**src/rtl/pipe_hazard_ctrl_pkg.sv**
```systemverilog
// pipe_ctrl_pkg: forwarding-select codes and multi-cycle FSM states shared by the hazard controller
package pipe_ctrl_pkg;
  localparam logic [1:0] FWD_REG   = 2'b00;
  localparam logic [1:0] FWD_EXMEM = 2'b01;
  localparam logic [1:0] FWD_WB    = 2'b10;
  typedef enum logic {MC_IDLE, MC_BUSY} mc_state_t;
endpackage

```
**src/rtl/pipe_hazard_ctrl_if.sv**
```systemverilog
// pipe_hazard_ctrl_if: pipeline-register fields in (ID/EX/MEM/WB), enables/forward selects/counters out; master=pipeline, slave=controller
interface pipe_hazard_ctrl_if #(parameter int REG_AW = 5, parameter int CNT_W = 16);
  logic [REG_AW-1:0] id_rs, id_rt, ex_rs, ex_rt, ex_rd, mem_rd, wb_rd;
  logic id_use_rs, id_use_rt, id_branch, id_jr, id_jump, id_taken;
  logic ex_regwrite, ex_memread, ex_mcyc, mem_regwrite, mem_memread, wb_regwrite;
  logic pc_en, if_id_en, if_id_flush, id_ex_bubble, id_ex_en, ex_mem_bubble, mcyc_busy;
  logic [1:0] forward_a, forward_b;
  logic fwd_id_a, fwd_id_b;
  logic [CNT_W-1:0] stall_cnt, flush_cnt;
  modport master (
    output id_rs, id_rt, ex_rs, ex_rt, ex_rd, mem_rd, wb_rd,
           id_use_rs, id_use_rt, id_branch, id_jr, id_jump, id_taken,
           ex_regwrite, ex_memread, ex_mcyc, mem_regwrite, mem_memread, wb_regwrite,
    input  pc_en, if_id_en, if_id_flush, id_ex_bubble, id_ex_en, ex_mem_bubble, mcyc_busy,
           forward_a, forward_b, fwd_id_a, fwd_id_b, stall_cnt, flush_cnt
  );
  modport slave (
    input  id_rs, id_rt, ex_rs, ex_rt, ex_rd, mem_rd, wb_rd,
           id_use_rs, id_use_rt, id_branch, id_jr, id_jump, id_taken,
           ex_regwrite, ex_memread, ex_mcyc, mem_regwrite, mem_memread, wb_regwrite,
    output pc_en, if_id_en, if_id_flush, id_ex_bubble, id_ex_en, ex_mem_bubble, mcyc_busy,
           forward_a, forward_b, fwd_id_a, fwd_id_b, stall_cnt, flush_cnt
  );
endinterface

```
**src/rtl/pipe_hazard_ctrl_sat_counter.sv**
```systemverilog
// sat_counter: counter that increments on inc and sticks at all-ones; clk, rst (async), inc, clr in; q out
module sat_counter #(parameter int CNT_W = 16) (
  input  logic             clk,
  input  logic             rst,
  input  logic             inc,
  input  logic             clr,
  output logic [CNT_W-1:0] q
);
  always_ff @(posedge clk or posedge rst)
    if (rst) q <= '0;
    else if (clr) q <= '0;
    else if (inc && !(&q)) q <= q + 1'b1;
endmodule

```
**src/rtl/pipe_hazard_ctrl.sv**
```systemverilog
// pipe_hazard_ctrl: stall/forward/flush/multi-cycle-hold control for a 5-stage MIPS pipeline; clk, rst (async) plus the slave side of pipe_hazard_ctrl_if
module pipe_hazard_ctrl
  import pipe_ctrl_pkg::*;
#(
  parameter int REG_AW   = 5,
  parameter int MCYC_LAT = 4,
  parameter int CNT_W    = 16
) (
  input  logic              clk,
  input  logic              rst,
  pipe_hazard_ctrl_if.slave p
);
  localparam int CW = MCYC_LAT > 2 ? $clog2(MCYC_LAT) : 1;
  function automatic logic [1:0] fwd(input logic [REG_AW-1:0] src, input logic mw,
      input logic [REG_AW-1:0] mrd, input logic ww, input logic [REG_AW-1:0] wrd);
    return (mw && mrd != '0 && mrd == src) ? FWD_EXMEM :
           (ww && wrd != '0 && wrd == src) ? FWD_WB : FWD_REG;
  endfunction
  function automatic logic hit(input logic [REG_AW-1:0] src, input logic used,
      input logic [REG_AW-1:0] rd);
    return used && src != '0 && src == rd;
  endfunction
  mc_state_t state, state_n;
  logic [CW-1:0] cnt, cnt_n;
  logic id_cmp, use_a, use_b, hz, hold, last, flush_req;
  // jr reads rs in ID even if the decoder does not flag it as an rs user
  assign id_cmp = p.id_branch | p.id_jr;
  assign use_a  = p.id_use_rs | p.id_jr;
  assign use_b  = p.id_use_rt;
  assign hz = (p.ex_memread && (hit(p.id_rs, use_a, p.ex_rd) || hit(p.id_rt, use_b, p.ex_rd))) ||
              (id_cmp && p.ex_regwrite && (hit(p.id_rs, use_a, p.ex_rd) || hit(p.id_rt, use_b, p.ex_rd))) ||
              (id_cmp && p.mem_memread && (hit(p.id_rs, use_a, p.mem_rd) || hit(p.id_rt, use_b, p.mem_rd)));
  assign flush_req = p.id_jump || (p.id_branch && p.id_taken) || p.id_jr;
  always_ff @(posedge clk or posedge rst)
    if (rst) begin
      state <= MC_IDLE;
      cnt   <= '0;
    end else begin
      state <= state_n;
      cnt   <= cnt_n;
    end
  always_comb begin
    hold    = (state == MC_IDLE && p.ex_mcyc) || state == MC_BUSY;
    last    = state == MC_BUSY && cnt == '0;
    state_n = state == MC_IDLE ? (p.ex_mcyc ? MC_BUSY : MC_IDLE) : (last ? MC_IDLE : MC_BUSY);
    cnt_n   = state == MC_IDLE ? (p.ex_mcyc ? CW'(MCYC_LAT - 2) : cnt) : (last ? cnt : cnt - 1'b1);
    p.pc_en         = !(hold || hz);
    p.if_id_en      = !(hold || hz);
    p.id_ex_en      = !hold;
    p.id_ex_bubble  = !hold && hz;
    p.if_id_flush   = !hold && !hz && flush_req;
    p.ex_mem_bubble = hold && !last;
    p.mcyc_busy     = state == MC_BUSY;
    p.forward_a     = fwd(p.ex_rs, p.mem_regwrite, p.mem_rd, p.wb_regwrite, p.wb_rd);
    p.forward_b     = fwd(p.ex_rt, p.mem_regwrite, p.mem_rd, p.wb_regwrite, p.wb_rd);
    p.fwd_id_a      = id_cmp && p.mem_regwrite && !p.mem_memread && p.mem_rd != '0 && p.mem_rd == p.id_rs;
    p.fwd_id_b      = id_cmp && p.mem_regwrite && !p.mem_memread && p.mem_rd != '0 && p.mem_rd == p.id_rt;
  end
  sat_counter #(.CNT_W(CNT_W)) u_stall (.clk(clk), .rst(rst), .inc(!p.pc_en), .clr(1'b0), .q(p.stall_cnt));
  sat_counter #(.CNT_W(CNT_W)) u_flush (.clk(clk), .rst(rst), .inc(p.if_id_flush), .clr(1'b0), .q(p.flush_cnt));
endmodule

```
**src/flat_wrapper.sv**
```systemverilog
// flat-port wrapper written by rule: the top's interface ports become plain ports
module pipe_hazard_ctrl_flat import pipe_ctrl_pkg::*;
#(
  parameter int REG_AW   = 5,
  parameter int MCYC_LAT = 4,
  parameter int CNT_W    = 16
)
  (clk, rst, p_id_rs, p_id_rt, p_ex_rs, p_ex_rt, p_ex_rd, p_mem_rd, p_wb_rd, p_id_use_rs, p_id_use_rt, p_id_branch, p_id_jr, p_id_jump, p_id_taken, p_ex_regwrite, p_ex_memread, p_ex_mcyc, p_mem_regwrite, p_mem_memread, p_wb_regwrite, p_pc_en, p_if_id_en, p_if_id_flush, p_id_ex_bubble, p_id_ex_en, p_ex_mem_bubble, p_mcyc_busy, p_forward_a, p_forward_b, p_fwd_id_a, p_fwd_id_b, p_stall_cnt, p_flush_cnt);
  pipe_hazard_ctrl_if #(.REG_AW(REG_AW), .CNT_W(CNT_W)) p_i ();
  input  logic clk;
  input  logic rst;
  input wire logic [$bits(p_i.id_rs)-1:0] p_id_rs;
  input wire logic [$bits(p_i.id_rt)-1:0] p_id_rt;
  input wire logic [$bits(p_i.ex_rs)-1:0] p_ex_rs;
  input wire logic [$bits(p_i.ex_rt)-1:0] p_ex_rt;
  input wire logic [$bits(p_i.ex_rd)-1:0] p_ex_rd;
  input wire logic [$bits(p_i.mem_rd)-1:0] p_mem_rd;
  input wire logic [$bits(p_i.wb_rd)-1:0] p_wb_rd;
  input wire logic [$bits(p_i.id_use_rs)-1:0] p_id_use_rs;
  input wire logic [$bits(p_i.id_use_rt)-1:0] p_id_use_rt;
  input wire logic [$bits(p_i.id_branch)-1:0] p_id_branch;
  input wire logic [$bits(p_i.id_jr)-1:0] p_id_jr;
  input wire logic [$bits(p_i.id_jump)-1:0] p_id_jump;
  input wire logic [$bits(p_i.id_taken)-1:0] p_id_taken;
  input wire logic [$bits(p_i.ex_regwrite)-1:0] p_ex_regwrite;
  input wire logic [$bits(p_i.ex_memread)-1:0] p_ex_memread;
  input wire logic [$bits(p_i.ex_mcyc)-1:0] p_ex_mcyc;
  input wire logic [$bits(p_i.mem_regwrite)-1:0] p_mem_regwrite;
  input wire logic [$bits(p_i.mem_memread)-1:0] p_mem_memread;
  input wire logic [$bits(p_i.wb_regwrite)-1:0] p_wb_regwrite;
  output wire logic [$bits(p_i.pc_en)-1:0] p_pc_en;
  output wire logic [$bits(p_i.if_id_en)-1:0] p_if_id_en;
  output wire logic [$bits(p_i.if_id_flush)-1:0] p_if_id_flush;
  output wire logic [$bits(p_i.id_ex_bubble)-1:0] p_id_ex_bubble;
  output wire logic [$bits(p_i.id_ex_en)-1:0] p_id_ex_en;
  output wire logic [$bits(p_i.ex_mem_bubble)-1:0] p_ex_mem_bubble;
  output wire logic [$bits(p_i.mcyc_busy)-1:0] p_mcyc_busy;
  output wire logic [$bits(p_i.forward_a)-1:0] p_forward_a;
  output wire logic [$bits(p_i.forward_b)-1:0] p_forward_b;
  output wire logic [$bits(p_i.fwd_id_a)-1:0] p_fwd_id_a;
  output wire logic [$bits(p_i.fwd_id_b)-1:0] p_fwd_id_b;
  output wire logic [$bits(p_i.stall_cnt)-1:0] p_stall_cnt;
  output wire logic [$bits(p_i.flush_cnt)-1:0] p_flush_cnt;
  assign p_i.id_rs = p_id_rs;
  assign p_i.id_rt = p_id_rt;
  assign p_i.ex_rs = p_ex_rs;
  assign p_i.ex_rt = p_ex_rt;
  assign p_i.ex_rd = p_ex_rd;
  assign p_i.mem_rd = p_mem_rd;
  assign p_i.wb_rd = p_wb_rd;
  assign p_i.id_use_rs = p_id_use_rs;
  assign p_i.id_use_rt = p_id_use_rt;
  assign p_i.id_branch = p_id_branch;
  assign p_i.id_jr = p_id_jr;
  assign p_i.id_jump = p_id_jump;
  assign p_i.id_taken = p_id_taken;
  assign p_i.ex_regwrite = p_ex_regwrite;
  assign p_i.ex_memread = p_ex_memread;
  assign p_i.ex_mcyc = p_ex_mcyc;
  assign p_i.mem_regwrite = p_mem_regwrite;
  assign p_i.mem_memread = p_mem_memread;
  assign p_i.wb_regwrite = p_wb_regwrite;
  assign p_pc_en = p_i.pc_en;
  assign p_if_id_en = p_i.if_id_en;
  assign p_if_id_flush = p_i.if_id_flush;
  assign p_id_ex_bubble = p_i.id_ex_bubble;
  assign p_id_ex_en = p_i.id_ex_en;
  assign p_ex_mem_bubble = p_i.ex_mem_bubble;
  assign p_mcyc_busy = p_i.mcyc_busy;
  assign p_forward_a = p_i.forward_a;
  assign p_forward_b = p_i.forward_b;
  assign p_fwd_id_a = p_i.fwd_id_a;
  assign p_fwd_id_b = p_i.fwd_id_b;
  assign p_stall_cnt = p_i.stall_cnt;
  assign p_flush_cnt = p_i.flush_cnt;
  pipe_hazard_ctrl #(.REG_AW(REG_AW), .MCYC_LAT(MCYC_LAT), .CNT_W(CNT_W)) u_core (.clk(clk), .rst(rst), .p(p_i));
endmodule
```
**config.mk**
```make
export PLATFORM = sky130hd
export DESIGN_NAME = pipe_hazard_ctrl_flat
export DESIGN_NICKNAME = d
export VERILOG_FILES = /design/src/rtl/pipe_hazard_ctrl_pkg.sv /design/src/rtl/pipe_hazard_ctrl_if.sv /design/src/rtl/pipe_hazard_ctrl_sat_counter.sv /design/src/rtl/pipe_hazard_ctrl.sv /design/src/flat_wrapper.sv
export SDC_FILE = /design/constraint.sdc
export NUM_CORES = 1
export LEC_CHECK = 0
export BUFFER_PORTS_ARGS = -buffer_cell sky130_fd_sc_hd__buf_2
export CORE_MARGIN = 2
export CORE_UTILIZATION = 45
export CTS_BUF_LIST = sky130_fd_sc_hd__clkbuf_8
export DETAILED_ROUTE_END_ITERATION = 16
export GPL_ROUTABILITY_DRIVEN = 0
export PLACE_DENSITY = 0.8
export SYNTH_ARGS = -nofsm -noshare
export SYNTH_HDL_FRONTEND = slang
export SYNTH_SLANG_ARGS = --single-unit
```
**constraint.sdc**
```tcl
create_clock -name clk -period 6.3 [get_ports clk]
set_input_delay 0.315 -clock clk [delete_from_list [all_inputs] [get_ports clk]]
set_output_delay 0.315 -clock clk [all_outputs]
set_load 0.01 [all_outputs]
```
==> summary.md <==
| Metric | Value |
|---|---|
| Longest Clk Path Bufs | 2 |
| FFs w/ async S/R, synth | 100% |
| Area post-placement | 2880 um^2 |
| Worst slack, placed | 3.67 ns |
| RSZ-0062 raised after global routing | no |
| Port-buffer cells | 93 |
| Relative slew slack | 21.8% |
| Ports | 94 |
| Post-CTS Setup Bufs | 0 |
| Synth area leaders | dfrtp_1 (37%), xor2_1 (15%), xnor2_1 (9.6%), nand3_1 (5.5%), nor4_1 (3.7%) |
| Number of remaining DRC errors | 0 |
| Vias in the first global route | 2,085 |
| Syn Inst Count | 251 |
| Die footprint | 5880 um^2 |
| Total GRT Usage | 19.9% |
| Core area | 5110 um^2 |
| Starting Density | 46.5% |
| Final wirelength | 5.61 mm |
| Root Buffer | clkbuf_8 |
| CTS tree | built |
| CTS Buf Count | 5 |
| Static leakage | 0.00142 uW |
| Worst Path Required | 6.47 ns |
| Fin crit period | 2.55 ns |
| Prevailing post-synth register cell | dfrtp_1 |
| DR vias/cell | 5.33 |
| Initial antenna violation count | 0 |
| Slew @ Worst Pin | 1.16 ns |
| Final setup vio count | 0 |
| Net Count, Synth | 303 |
| CP startpoint | u_core.u_stall.q[4] |
| Hold Vio Cnt, Final | 0 |
| Clock latency on the worst-skew pair | 0.28 ns |
| # nets final | 393 |
| Syn Area/Cell | 9.47 um^2 |
| Yosys reg bits | 35 |
| Largest net degree at the start of global routing | 36 |
| First-pass GRT wire length | 9.67 mm |
| Post-synth EDFFs | 0 |
| Max H-tree Level | 2 |
| Drt first pass iters | 4 |
| Status | completed |
| Most frequent cell after synthesis | xor2_1 |
| Post-DP HPWL | 4.31 mm |
| Sink Count | 35 |
| Synth warnings | 0 |
| Final WS setup | 3.75 ns |
| Chip width | 76.7 um |
| P&R area growth vs syn | 26.2% |
| Power per cell area | 282 nW/um^2 |
| Reg clk slew, reported paths | 0.07 ns |
| Max-Cap Viols | 0 |
| Final Core Density | 58.7% |
| Layout cells sized above 1 | 32.2% |
| Period Utilization, post-route | 40.4% |
| DRT iter0 DRCs | 121 |
| Crit Reg-Reg Startpoint | u_core.u_stall.q[4] |
| Synth top cells by count | xor2_1 (42), dfrtp_1 (35), nand3_1 (26), xnor2_1 (26) |
| Post-cts sizing count | 0 |
| Register area share after synthesis | 36.9% |
| Final slew viol count | 0 |
| ANT cells | 0 |
| Routed length per placed instance | 13.6 um |
| Synth area leader | dfrtp_1 |
| Crit Path Class | flip-flop to flip-flop |
| Critical Path Fanout Max | 15 |
| Critical Path End Type | flip-flop |
| Fmax | 393 MHz |
| Final ANT Viol Nets | 0 |
| Post-CTS Hold Buffers | 0 |
| Top-area cell type share of the netlist area | 36.9% |
| Worst Hold Class | input pin to asynchronous set/reset pin |
| Startpoint type of the worst setup path | flip-flop |
| VDD IR max | 183 uV |
| Vias | 2,198 |
| Cell Area, Synth | 2380 um^2 |
| TNS Setup | 0 ns |
| Cell area after layout | 3000 um^2 |
| CP arrival | 2.72 ns |
| Die height | 76.7 um |
| Gr ovfl total | 0 |
| Worst Skew | 0.00487 ns |
| Std-Cell Rows | 26 |
| Synth cell types | 39 |
==> worst max-delay path, cell delays in order (launching register included) <==
cell	delay [ns]
dfrtp_1	0.45
and4_1	0.22
and2_1	0.17
nand3_1	0.14
nor4_2	0.96
nor2_1	0.16
mux2_2	0.33
==> cell families (layout without fill, tap and decap cells) <==
logic type / Yosys count / count (layout) / share of synthesized area (%)
AOI/OAI and AO/OA: 18 / 18 / 5.85
buffers and inverters: 20 / 111 / 4.16
adders and majority gates: 3 / 3 / 1.58
xor gates and xnor gates: 68 / 68 / 25.1
and+or+nand+nor: 103 / 103 / 24.6
DFF: 35 / 35 / 36.9
muxes: 4 / 4 / 1.84
==> final timing paths <==
| check | endpoint | slack [ns] | depth (start not counted) |
|---|---|---|---|
| setup / recovery | u_core.u_stall.q[1] | 3.75 | 6 |
| hold / removal | u_core.p.mcyc_busy | 0.11 | 3 |
| setup reg to reg | u_core.u_stall.q[1] | 3.75 | 6 |
| hold reg to reg | u_core.u_stall.q[7] | 0.48 | 1 |
| max in group asynchronous | u_core.u_flush.q[15] | 5.87 | 3 |
| min in group clk | u_core.p.mcyc_busy | 0.47 | 3 |
==> state kept, by name, indices dropped and copies added (netlist names) <==
name	count
u_core.u_stall.q	16
u_core.u_flush.q	16
u_core.cnt	2
u_core.p.mcyc_busy	1
==> per-layer routing <==
layer,track usage [%],up-vias,wire length [um]
met5,0,-,0
met4,7.64,0,125
met3,4.35,15,289
met2,32.5,70,2690
met1,25.7,1042,2500
li1,-,1071,-
==> layout by cell type, fill, tap and decap left out, drive strengths merged <==
| cell type | count |
|---|---|
| o21ai | 6 |
| clkbuf | 6 |
| mux2 | 3 |
| buf | 95 |
| nor3b | 1 |
| a211o | 1 |
| nor4 | 14 |
| mux2i | 1 |
| nor3 | 7 |
| or3b | 1 |
| a41oi | 1 |
| a22o | 1 |
| inv | 8 |
| and2 | 3 |
| bufinv | 1 |
| a2111oi | 1 |
| and4 | 2 |
| xor2 | 42 |
| a211oi | 3 |
| dfrtp | 35 |
| xnor2 | 26 |
| nand2b | 1 |
| and4bb | 1 |
| nor4b | 5 |
| or4 | 6 |
| a21oi | 3 |
| nand4 | 6 |
| nand3 | 26 |
| and3 | 8 |
| clkinv | 1 |
| o22a | 2 |
| ha | 3 |
| nand2 | 7 |
| nor2 | 14 |
| or2 | 1 |
==> layout make-up <==
class	instances	area, um^2
clock buffer	6	82.6
clock inverter	2	35.0
fill	467	2110
inverter	8	30.0
multi-input combinational	196	1410
sequential	35	876
tap	70	87.6
timing repair buffer	95	480
==> through the flow <==
stage	hold WS [ns]	power, uW	instances
after global routing	0.158	907	412
final	0.108	847	412
after floorplan	0.469	526	251
after CTS	0.133	855	412
after global placement	0.435	629	404
after detailed placement	0.444	639	404
==> power by group <==
part	leakage, uW	switching, uW	internal [uW]	total, uW
clock	0.0000612	81.7	128	210
combinational	0.000921	155	136	291
sequential	0.000435	64.2	282	346
No activity file was read; power rests on OpenSTA's default activity.
